## config.mk

```make
export PLATFORM = sky130hd
export DESIGN_NAME = latch_write_driver
export DESIGN_NICKNAME = d
export VERILOG_FILES = /design/src/rtl/latch_write_driver.sv
export SDC_FILE = /design/constraint.sdc
export NUM_CORES = 1
export LEC_CHECK = 0
export BUFFER_PORTS_ARGS = -buffer_cell sky130_fd_sc_hd__clkbuf_2
export CAP_MARGIN = 40
export CORE_MARGIN = 2
export CORE_UTILIZATION = 30
export DETAILED_ROUTE_END_ITERATION = 8
export PLACE_DENSITY = 0.46
export SLEW_MARGIN = 20
export SYNTH_ARGS = -nofsm -noshare
export SYNTH_HDL_FRONTEND = slang
export SYNTH_SLANG_ARGS = --single-unit
```

## constraint.sdc

```tcl
create_clock -name clk -period 2.35 [get_ports clk]
set_input_delay 0.1175 -clock clk [delete_from_list [all_inputs] [get_ports clk]]
set_output_delay 0.1175 -clock clk [all_outputs]
set_load 0.03 [all_outputs]
```

## src/rtl/latch_write_driver.sv

```systemverilog
// Sequences a data word into a level-sensitive latch bank: setup, enable pulse, hold,
// plus a separate clear strobe. Timing of each phase is set by parameters.
module latch_write_driver #(
   parameter int WIDTH     = 8,
   parameter int SETUP_CYC = 2,
   parameter int PULSE_CYC = 3,
   parameter int HOLD_CYC  = 2
) (
   input  logic             clk,
   input  logic             rst,
   input  logic             in_valid,
   input  logic [WIDTH-1:0] in_data,
   input  logic             in_clr,
   output logic             in_ready,
   output logic [WIDTH-1:0] lat_d,
   output logic             lat_en,
   output logic             lat_clr,
   output logic             busy,
   output logic             done
);

   localparam logic [2:0] ST_IDLE  = 3'd0;
   localparam logic [2:0] ST_SETUP = 3'd1;
   localparam logic [2:0] ST_PULSE = 3'd2;
   localparam logic [2:0] ST_HOLD  = 3'd3;
   localparam logic [2:0] ST_CLEAR = 3'd4;

   localparam logic [3:0] SETUP_LD = 4'(SETUP_CYC - 1);
   localparam logic [3:0] PULSE_LD = 4'(PULSE_CYC - 1);
   localparam logic [3:0] HOLD_LD  = 4'(HOLD_CYC - 1);

   logic [2:0] state_r;
   logic [2:0] state_nx_s;
   logic [3:0] cnt_r;
   logic [3:0] cnt_nx_s;
   logic       accept_s;

   // Only combinational output: a clear request in IDLE blocks write acceptance.
   always_comb begin
      in_ready = (state_r == ST_IDLE) && !in_clr;
   end

   // Next-state and counter reload logic.
   always_comb begin
      state_nx_s = state_r;
      cnt_nx_s   = cnt_r;
      accept_s   = 1'b0;
      case (state_r)
         ST_IDLE: begin
            if (in_clr) begin
               state_nx_s = ST_CLEAR;
               cnt_nx_s   = PULSE_LD;
            end else if (in_valid) begin
               state_nx_s = ST_SETUP;
               cnt_nx_s   = SETUP_LD;
               accept_s   = 1'b1;
            end else begin
               state_nx_s = ST_IDLE;
            end
         end
         ST_SETUP: begin
            if (cnt_r == 4'd0) begin
               state_nx_s = ST_PULSE;
               cnt_nx_s   = PULSE_LD;
            end else begin
               cnt_nx_s = cnt_r - 4'd1;
            end
         end
         ST_PULSE: begin
            if (cnt_r == 4'd0) begin
               state_nx_s = ST_HOLD;
               cnt_nx_s   = HOLD_LD;
            end else begin
               cnt_nx_s = cnt_r - 4'd1;
            end
         end
         ST_HOLD, ST_CLEAR: begin
            if (cnt_r == 4'd0) begin
               state_nx_s = ST_IDLE;
            end else begin
               cnt_nx_s = cnt_r - 4'd1;
            end
         end
         default: begin
            state_nx_s = ST_IDLE;
            cnt_nx_s   = 4'd0;
         end
      endcase
   end

   // State, counter and registered outputs; strobes decode the next state so they align with it.
   always_ff @(posedge clk or negedge rst) begin
      if (!rst) begin
         state_r <= ST_IDLE;
         cnt_r   <= 4'd0;
         lat_d   <= '0;
         lat_en  <= 1'b0;
         lat_clr <= 1'b0;
         busy    <= 1'b0;
         done    <= 1'b0;
      end else begin
         state_r <= state_nx_s;
         cnt_r   <= cnt_nx_s;
         if (accept_s) begin
            lat_d <= in_data;
         end else begin
            lat_d <= lat_d;
         end
         lat_en  <= (state_nx_s == ST_PULSE);
         lat_clr <= (state_nx_s == ST_CLEAR);
         busy    <= (state_nx_s != ST_IDLE);
         done    <= ((state_r == ST_HOLD) || (state_r == ST_CLEAR)) && (state_nx_s == ST_IDLE);
      end
   end

endmodule

```

Yosys cells after proc, flatten, opt, wreduce, memory -nomap -nowiden --
Cells that the tools add are included.
Storage, ports and cells: bits in registers 19, logic and storage cells 41, output and inout port bits 13, input port bits 12
Operators by class: $add $sub $neg 1, equality and inequality tests 8, mux-type cells 15, reductions and logical operators 10
Operators with widths (number):
- 4-bit 2-to-1 mux | 5
- 4-bit case mux with 4 select lines | 1
- 3-bit 2-to-1 mux | 4
- 3-bit case mux with 4 select lines | 1
- 3-bit by 2-bit == test with 1-bit output, second input constant | 3
- 3-bit == test, second input constant | 2
- 3-bit logical NOT | 2
- 4-bit logical NOT | 1
- 1-bit 2-to-1 mux | 4
- 4-bit by 1-bit subtractor with 4-bit output, second input constant | 1
- 3-bit by 1-bit == test with 1-bit output, second input constant | 1
- 3-bit inequality test, second input constant | 1
- 3-bit nonzero test | 1
- 1-bit logical AND | 2
- 2-bit inequality test, second input constant | 1
- 2-bit AND reduction | 1
- 2-bit OR reduction | 1
- 1-bit logical NOT | 1
- 1-bit logical OR | 1

Logic depth before layout (Yosys ltp) --
Gate-level depths: netlist of run 1.
depth in word-level cells 5, gate-level depth with buffers 8, mapped depth without buffers 7

Worst setup path after synthesis of run 1 --
Ideal clock, no wire load.
path type reg-to-reg, start register state_r[2], end register lat_d[0], setup slack -0.082 ns, library setup time 0.125 ns, buffers on the path 1, arrival 2.308 ns, cell stages (with the launch flop) 5, period minus slack after synthesis 2.432 ns, data required time 2.225 ns, path through dfrtp_1 -> buf_6 -> nor4_1 -> nand2_1 -> mux2_2
Between the ends: cells in the longest elaborated chain, start to end 2
RTL lines:
- start: declaration | line 32 | logic [2:0] state_r;
- start signal: assignment | line 102 | state_r <= state_nx_s;
- 3-bit logical NOT | line 48 | case (state_r)
- 1-bit 2-to-1 mux | line 48
- end signal: assignment | line 105 | lat_d <= in_data;
- end signal: assignment | line 107 | lat_d <= lat_d;
- end: declaration | line 15 | output logic [WIDTH-1:0] lat_d,
No other way between the ends. A chain may end at the register's enable or synchronous reset.

Worst setup path in the final report of run 1 --
start register cnt_r[0], end register cnt_r[2]
Between the ends: cells in the longest elaborated chain, start to end 3, elaborated cells between the ends (all ways) 8, those cells by class 1 x add/sub; 1 x eq/ne; 4 x mux; 2 x reduce/logical
RTL lines:
- start: declaration | line 34 | logic [3:0] cnt_r;
- start signal: assignment | line 103 | cnt_r <= cnt_nx_s;
- 4-bit by 1-bit subtractor with 4-bit output / 4-bit logical NOT (equally long branches)
- 4-bit 2-to-1 mux, or another cell as far along | line 78 | if (cnt_r == 4'd0) begin
- 4-bit case mux with 4 select lines / 2-bit AND reduction (equally long branches)
Several ways; a longest one is shown, not always the timed one. The select of a mux whose other input is x is not followed.

==> results of run 1 <==
[routing by layer]
layer | wire, um | vias to the layer above
li1 | - | 361
met1 | 898 | 344
met2 | 755 | 27
met3 | 137 | 5
met4 | 31 | 0
met5 | 0 | -
[synth_stat cells (2+ instances only)]
cell type   n  area, um2
a2111oi_0   2       17.5
a21o_1      2       15.0
a21oi_1     6       30.0
buf_6       2       22.5
clkbuf_1    3       11.3
dfrtp_1    19        475
inv_1       2       7.51
mux2_2      8       90.1
nand2_1     5       18.8
nand3b_1    2       15.0
nor2_1      6       22.5
nor2b_1     3       18.8
o21ai_0     3       15.0
o22a_1      2       17.5
[flip-flops by register name, indices dropped and copies added, names as in the netlist]
name / cells
lat_d: 8
lat_clr: 1
state_r: 3
busy: 1
done: 1
lat_en: 1
cnt_r: 4
[stage by stage]
step	setup slack (ps)	hold slack, ps	utilization, %	total power [uW]	instance area, um2
5_1_grt	95.2	35.6	38.0	1950	1160
3_3_place_gp	296	104	36.8	1650	1120
3_5_place_dp	269	111	36.8	1640	1120
4_1_cts	246	42.7	38.0	1820	1160
6_report	253	53.0	38.0	1790	1160
2_1_floorplan	386	-178	-	1440	973
[worst min-delay path by stage]
stage / startpoint / endpoint / slack, ps / cells after the start
after floorplan: rst / busy$_DFF_PN0_ / -180 / 0
after global placement: rst / cnt_r[0]$_DFFE_PN0P_ / 100 / 1
after detailed placement: rst / cnt_r[0]$_DFFE_PN0P_ / 110 / 1
after CTS: in_data[2] / lat_d[2]$_DFFE_PN0P_ / 40 / 2
after global routing: in_data[3] / lat_d[3]$_DFFE_PN0P_ / 40 / 2
final: in_data[2] / lat_d[2]$_DFFE_PN0P_ / 50 / 2
[layout make-up]
type,instances,area (um2)
tap,44,55.1
clock buffer,4,26.3
timing repair buffer,26,138
multi-input combinational,59,457
inverter,2,7.51
fill,331,1890
sequential,19,475
[kinds of logic (layout without fill, tap and decap cells)]
group,count (synthesis),count (layout),synth area share (%)
XOR/XNOR,1,1,0.906
flip-flops,19,19,49.2
AO/OA/AOI/OAI,23,23,18.2
multiplexers,9,9,10.3
buffers and inverters,7,32,4.27
AND/OR/NAND/NOR,25,25,15.8
adder cells (fa/ha/maj),1,1,1.29
[power by group through the flow]
stage | sequential (uW) | combinational, uW | clock, uW
after floorplan | 777 | 659 | 0
after global placement | 633 | 1020 | 0
after detailed placement | 630 | 1020 | 0
after CTS | 624 | 1020 | 171
after global routing | 648 | 1120 | 183
final | 623 | 1010 | 160
[what timing repair did]
| action | 4_1_cts | 5_1_grt |
|---|---|---|
| resized for setup | 0 | 0 |
| hold buffers | 1 | 0 |
| endpoints found under the hold margin | 19 | 0 |
[critical path: cells and delay by family, from the launching register on]
family	cells	cell delay [ps]
AO/OA/AOI/OAI	2	560
adder cells (fa/ha/maj)	1	190
AND/OR/NAND/NOR	2	750
flip-flops	1	430
buffers and inverters	1	70
==> impl_metrics.toml, run 1 <==
[die]
row_count = 20
die_x_um = 60.8
die_h_um = 60.8
core_um2 = 3050
ios = 25
die-area_um2 = 3690
start_util_pct = 31.7

[drt]
via_per_inst = 4.79
ant_nets = 0
drc = 0
vias = 737
wl_mm = 1.82
dr.first_iter.drc_count = 8
drt_pass1_iterations = 4
wire_per_inst_um = 11.8

[synthesis]
netlist_area_um2 = 967
synth-seq-cells = 19
yosysSeqAreaShare_pct = 49.2
synthArstFlopShare_pct = 100
ys_types = 34
synth_edf_count = 0
ys.flop_type = "dfrtp_1"
syn-num-nets = 98
ys.warnings.count = 0
synth_cells = 85
synth.avg_cell_area_um2 = 11.4

[placement]
placed_cells = 149
io_buffers = 24
dp_hpwl_mm = 1.34
gp_congestion = 0.797

[critical_path]
path_class = "flip-flop to flip-flop"
r2r_end = "cnt_r[2]$_DFFE_PN0P_"
crit_chain = "inv_1 > ha_1 > or3b_1 > o211ai_4 > and4bb_1 > a221o_1"
startpoint_type = "flip-flop"
critPathMaxStageDelay_ps = 500
crit_path_end = "cnt_r[2]$_DFFE_PN0P_"
critical_path.reg2reg.startpoint = "cnt_r[0]$_DFFE_PN0P_"
cp_slowest_cell = "or3b_1"
critical_path_required_ps = 2540
crit_path_end_kind = "flip-flop"
crit_arrival_ps = 2280
critPathMaxFanout = 7
ff2ff_setup_slack_ps = 250
cp-startpoint = "cnt_r[0]$_DFFE_PN0P_"
rr_worst_depth = 6

[outcome]
status = "completed"

[power_and_ir_drop]
p_int_uw = 967
irDropWorstVdd_uv = 435
p_sw_uw = 825
pwr-share-comb_pct = 56.3
switching_share_pct = 46.0
power_frac_seq_pct = 34.8
power_leakage_uw = 0.000549
powerDensity_nw_per_um2 = 1550
clock_power_share_pct = 8.9

[timing]
period_share_pct = 89.2
finClkSkew_ps = 1.73
fin_tns_setup_ps = 0
finalHoldViolations = 0
drv_slew = 0
setup_viol = 0
tightest_slew_ps = 471
fin_crit_ps = 2100
max-slew-margin-rel_pct = 67.8
grt_setup_unrepaired = "no"
fmax_mhz = 477

[clock_tree]
cts_setup_buffers = 0
cts_buffers = 3
clk_latency_ps = 290
tritoncts = "done"
clock_tree.buffer_depth = 2
clkTransAtPathRegs_ps = 100
root_buffer = "clkbuf_4"
cts_max_level = 1
cts_sinks = 19

[cells_and_area]
synthToLayoutAreaGrowth_pct = 19.8
final_common_cell = "clkbuf_2"
diodes = 0
final_cells = 154
fin_nets = 124
final_cell_mix = "clkbuf_2, dfrtp_1, mux2_2"
drive_above_1_share_pct = 38.2

[grt]
grt_pass1_vias = 645
grtUsageTotal_pct = 11.2
top_usage_layer = "met2"
grt_start_max_net_pins = 20
grtUsageMet1_pct = 15.5
grt_use_met2_pct = 16.1
overflow = 0
gr-usage-met3_pct = 2.99
antenna_found_initial = 0
grt_pass1_wl_mm = 3.05

[run]
drv_cap = 0

[worst_hold_path]
hp-class = "input pin to flip-flop"
(Power assumes the default switching activity.)
==> run 2, diff against run 1 <==
--- a/config.mk
+++ b/config.mk
@@ -5,12 +5,13 @@
 export SDC_FILE = /design/constraint.sdc
 export NUM_CORES = 1
 export LEC_CHECK = 0
-export BUFFER_PORTS_ARGS = -buffer_cell sky130_fd_sc_hd__clkbuf_2
+export BUFFER_PORTS_ARGS = -buffer_cell sky130_fd_sc_hd__buf_2
 export CAP_MARGIN = 40
 export CORE_MARGIN = 2
 export CORE_UTILIZATION = 30
 export DETAILED_ROUTE_END_ITERATION = 8
 export PLACE_DENSITY = 0.46
+export RECOVER_POWER = 25
 export SLEW_MARGIN = 20
 export SYNTH_ARGS = -nofsm -noshare
 export SYNTH_HDL_FRONTEND = slang
==> impl_metrics.toml, run 2 (synthesis results as in run 1) <==
[timing]
tightest_slew_ps = 1020
finalHoldViolations = 0
fin_tns_setup_ps = 0
fin_ws_ps = 251
max-slew-margin-rel_pct = 32.1
finClkSkew_ps = 1.53
setup_viol = 0
grt_setup_unrepaired = "no"
drv_slew = 0
fmax_mhz = 477
fin_crit_ps = 2100
period_share_pct = 89.3

[clock_tree]
cts_sinks = 19
cts_max_level = 1
root_buffer = "clkbuf_4"
clk_latency_ps = 290
cts_setup_buffers = 0
clkTransAtPathRegs_ps = 100
tritoncts = "done"
cts_buffers = 3
clock_tree.buffer_depth = 2

[cells_and_area]
largest_reg_flops = 8
stdcell_area_um2 = 1150
final_cell_mix = "buf_2, dfrtp_1, mux2_2"
final_common_cell = "buf_2"
area.sequential_um2 = 475
diodes = 0
reg_top3 = "lat_d: 8 flops, cnt_r: 4 flops, state_r: 3 flops"
fin_nets = 123
largest_register = "lat_d"
synthToLayoutAreaGrowth_pct = 18.9
num-fill-cells = 328
multi_input_area_um2 = 457
drive_above_1_share_pct = 36.7
utilization_pct = 37.7
final_cells = 153

[critical_path]
path_class = "flip-flop to flip-flop"
critical_path_required_ps = 2540
ff2ff_setup_slack_ps = 250
critPathMaxFanout = 7
crit_chain = "inv_1 > ha_1 > or3b_1 > o21ai_1 > o211ai_2 > and4bb_1 > a221o_1"
crit_path_end_kind = "flip-flop"
crit_arrival_ps = 2280
rr_worst_depth = 7
r2r_end = "cnt_r[2]$_DFFE_PN0P_"
cp_top_family = "simple AND/OR/NAND/NOR gates"
cp_slowest_cell = "or3b_1"
path_buf_inv = 1
startpoint_type = "flip-flop"
critical_path.reg2reg.startpoint = "cnt_r[0]$_DFFE_PN0P_"
critPathMaxStageDelay_ps = 510

[die]
die_x_um = 60.8
row_count = 20
die_h_um = 60.8
ios = 25
die-area_um2 = 3690
start_util_pct = 31.7
core_um2 = 3050

[worst_hold_path]
hold_depth = 2
worstHoldStart = "in_data[0]"
min_to = "lat_d[0]$_DFFE_PN0P_"
hp-class = "input pin to flip-flop"

[grt]
antenna_found_initial = 0
overflow = 0
grt_pass1_vias = 598
grtUsageTotal_pct = 10.8
grt_pass1_wl_mm = 2.94
grt_start_max_net_pins = 20

[placement]
io_buffers = 24
gp_congestion = 0.756
place_area_um2 = 1110
placed_cells = 148
pre_cts_slack_ps = 245
dp_hpwl_mm = 1.31

[drt]
wl_mm = 1.83
dr.first_iter.drc_count = 15
vias = 730
via_per_inst = 4.77
drc = 0
drt_pass1_iterations = 6
wire_per_inst_um = 12.0
ant_nets = 0

[power_and_ir_drop]
powerDensity_nw_per_um2 = 1550
irDropWorstVdd_uv = 504
power_leakage_uw = 0.000539

[run]
drv_cap = 0

[outcome]
status = "completed"
run 2: cell types whose count changed in the layout (fill, tap and decap cells not counted):
cell	delta
buf_2	+23
buf_4	-1
clkbuf_1	+1
clkbuf_2	-24
run 2: per-layer routing:
metal	GRT usage [%]	up-vias	routed length (um)
li1	-	366	-
met3	2.13	2	117
met2	16.1	29	799
met4	4.66	0	6
met5	0	-	0
met1	15.2	333	905
run 2: through the flow:
stage          power [uW]  hold WS, ps
3_5_place_dp         1630         94.9
2_1_floorplan        1440         -178
6_report             1780         51.6
4_1_cts              1800         41.8
5_1_grt              1940         37.3
3_3_place_gp         1640         90.6
run 2: worst max-delay path by stage:
stage | startpoint | slack [ps] | cells after the start | end
3_3_place_gp | cnt_r[0]$_DFFE_PN0P_ | 290 | 7 | cnt_r[2]$_DFFE_PN0P_
5_1_grt | cnt_r[0]$_DFFE_PN0P_ | 100 | 7 | cnt_r[2]$_DFFE_PN0P_
3_5_place_dp | cnt_r[0]$_DFFE_PN0P_ | 250 | 7 | cnt_r[2]$_DFFE_PN0P_
2_1_floorplan | state_r[1]$_DFF_PN0_ | 390 | 3 | lat_d[0]$_DFFE_PN0P_
6_report | cnt_r[0]$_DFFE_PN0P_ | 250 | 7 | cnt_r[2]$_DFFE_PN0P_
4_1_cts | cnt_r[0]$_DFFE_PN0P_ | 250 | 7 | cnt_r[2]$_DFFE_PN0P_
run 2: power by group:
part	internal (uW)	switching (uW)
Combinational	411	572
Sequential	481	157
Clock	66.0	96.9
run 2: repair_timing:
action / in CTS / in global routing
hold endpoints to repair: 19 / 0
hold buffers: 1 / 0
resized for setup: 0 / 0
run 2: area by class of cell:
class,instances,area share [%]
tap,44,4.79
clock buffer,4,2.29
sequential,19,41.3
multi-input combinational,59,39.7
inverter,2,0.653
timing repair buffer,25,11.2
==> run 3, diff against run 2 <==
--- a/config.mk
+++ b/config.mk
@@ -11,7 +11,7 @@
 export CORE_UTILIZATION = 30
 export DETAILED_ROUTE_END_ITERATION = 8
 export PLACE_DENSITY = 0.46
-export RECOVER_POWER = 25
+export RECOVER_POWER = 50
 export SLEW_MARGIN = 20
 export SYNTH_ARGS = -nofsm -noshare
 export SYNTH_HDL_FRONTEND = slang
==> impl_metrics.toml, run 3 (synthesis results as in run 1) <==
[timing]
finClkSkew_ps = 1.45
tightest_slew_ps = 1020
fin_tns_setup_ps = 0
drv_slew = 0
period_share_pct = 89.7
grt_setup_unrepaired = "no"
fin_crit_ps = 2110
max-slew-margin-rel_pct = 31.8
fmax_mhz = 475
setup_viol = 0
finalHoldViolations = 0
hold_ws_ps = 52.0

[cells_and_area]
synthToLayoutAreaGrowth_pct = 18.1
fin_nets = 123
diodes = 0
utilization_pct = 37.4
final_cell_mix = "dfrtp_1, buf_2, mux2_2, clkbuf_1"
final_cells = 153
num-fill-cells = 330
area.sequential_um2 = 475
drive_above_1_share_pct = 31.2
multi_input_area_um2 = 457
largest_register = "lat_d"
largest_reg_flops = 8
final_common_cell = "dfrtp_1"
reg_top3 = "lat_d: 8 flops, cnt_r: 4 flops, state_r: 3 flops"

[power_and_ir_drop]
power_leakage_uw = 0.000520
switching_share_pct = 46.8
pwr-share-comb_pct = 54.8
p_sw_uw = 831
irDropWorstVdd_uv = 506
p_int_uw = 945
power_frac_seq_pct = 36.0
powerDensity_nw_per_um2 = 1550
clock_power_share_pct = 9.2

[critical_path]
crit_arrival_ps = 2290
crit_path_end_kind = "flip-flop"
path_class = "flip-flop to flip-flop"
r2r_end = "cnt_r[2]$_DFFE_PN0P_"
ff2ff_setup_slack_ps = 240
cp_slowest_cell = "or3b_1"
critical_path_required_ps = 2530
crit_chain = "inv_1 > ha_1 > or3b_1 > o21ai_1 > o211ai_2 > and4bb_1 > a221o_1"
critPathMaxFanout = 7
path_buf_inv = 1
startpoint_type = "flip-flop"
cp_top_family = "simple AND/OR/NAND/NOR gates"
critPathMaxStageDelay_ps = 510
critical_path.reg2reg.startpoint = "cnt_r[0]$_DFFE_PN0P_"
rr_worst_depth = 7

[die]
start_util_pct = 31.7
die_h_um = 60.8
ios = 25
core_um2 = 3050
die_x_um = 60.8
row_count = 20
die-area_um2 = 3690

[worst_hold_path]
hold_depth = 2
worstHoldStart = "in_data[0]"
hp-class = "input pin to flip-flop"
min_to = "lat_d[0]$_DFFE_PN0P_"

[grt]
gr-usage-met3_pct = 2.13
grt_pass1_vias = 598
top_usage_layer = "met2"
grtUsageTotal_pct = 10.8
grtUsageMet1_pct = 15.2
grt_use_met2_pct = 16.1
grt_pass1_wl_mm = 2.94
overflow = 0
grt_start_max_net_pins = 20
antenna_found_initial = 0

[placement]
placed_cells = 148
dp_hpwl_mm = 1.31
gp_congestion = 0.756
io_buffers = 24

[drt]
wl_mm = 1.85
via_per_inst = 4.78
ant_nets = 0
vias = 731
dr.first_iter.drc_count = 17
wire_per_inst_um = 12.1
drc = 0
drt_pass1_iterations = 6

[clock_tree]
cts_max_level = 1
clock_tree.buffer_depth = 2
cts_sinks = 19
cts_setup_buffers = 0
clkTransAtPathRegs_ps = 100
root_buffer = "clkbuf_4"
clk_latency_ps = 290
tritoncts = "done"
cts_buffers = 3
cts_resized = 0
cts_hold_buf = 1

[outcome]
status = "completed"

[run]
drv_cap = 0
[run 3: layout make-up]
class / instances / share of cell area [%]
sequential: 19 / 41.6
multi-input combinational: 59 / 40.0
timing repair buffer: 25 / 10.6
tap: 44 / 4.82
clock buffer: 4 / 2.30
inverter: 2 / 0.657
[run 3: per-layer routing]
metal	wire length, um	part of all wire (%)
met1	914	50
met2	800	43
met3	123	6.7
met4	6	0.33
met5	0	0
[run 3: worst reg2reg max path: stages, from the launching register on]
cell and delay (ps):
dfrtp_1 430, inv_1 70, ha_1 180, or3b_1 510
o21ai_1 200, o211ai_2 140, and4bb_1 220, a221o_1 250
[run 3: worst max path at each step]
stage | startpoint | end | slack [ps] | cells past startpoint
floorplan | state_r[1]$_DFF_PN0_ | lat_d[0]$_DFFE_PN0P_ | 390 | 3
global placement | cnt_r[0]$_DFFE_PN0P_ | cnt_r[2]$_DFFE_PN0P_ | 290 | 7
detailed placement | cnt_r[0]$_DFFE_PN0P_ | cnt_r[2]$_DFFE_PN0P_ | 250 | 7
CTS | cnt_r[0]$_DFFE_PN0P_ | cnt_r[2]$_DFFE_PN0P_ | 250 | 7
global route | cnt_r[0]$_DFFE_PN0P_ | cnt_r[2]$_DFFE_PN0P_ | 100 | 7
finish | cnt_r[0]$_DFFE_PN0P_ | cnt_r[2]$_DFFE_PN0P_ | 240 | 7
[run 3: power groups by stage]
| stage | sequential, uW | combinational, uW | clock, uW |
|---|---|---|---|
| after detailed placement | 643 | 985 | 0 |
| after global routing | 662 | 1080 | 186 |
| after floorplan | 777 | 659 | 0 |
| after CTS | 636 | 994 | 173 |
| final | 640 | 973 | 163 |
| after global placement | 647 | 989 | 0 |
[run 3: through the flow]
step	power (uW)	worst slack, ps	instance area, um2
global route	1930	103	1140
detailed placement	1630	245	1110
CTS	1800	251	1150
finish	1780	243	1140
global placement	1640	293	1110
floorplan	1440	386	973
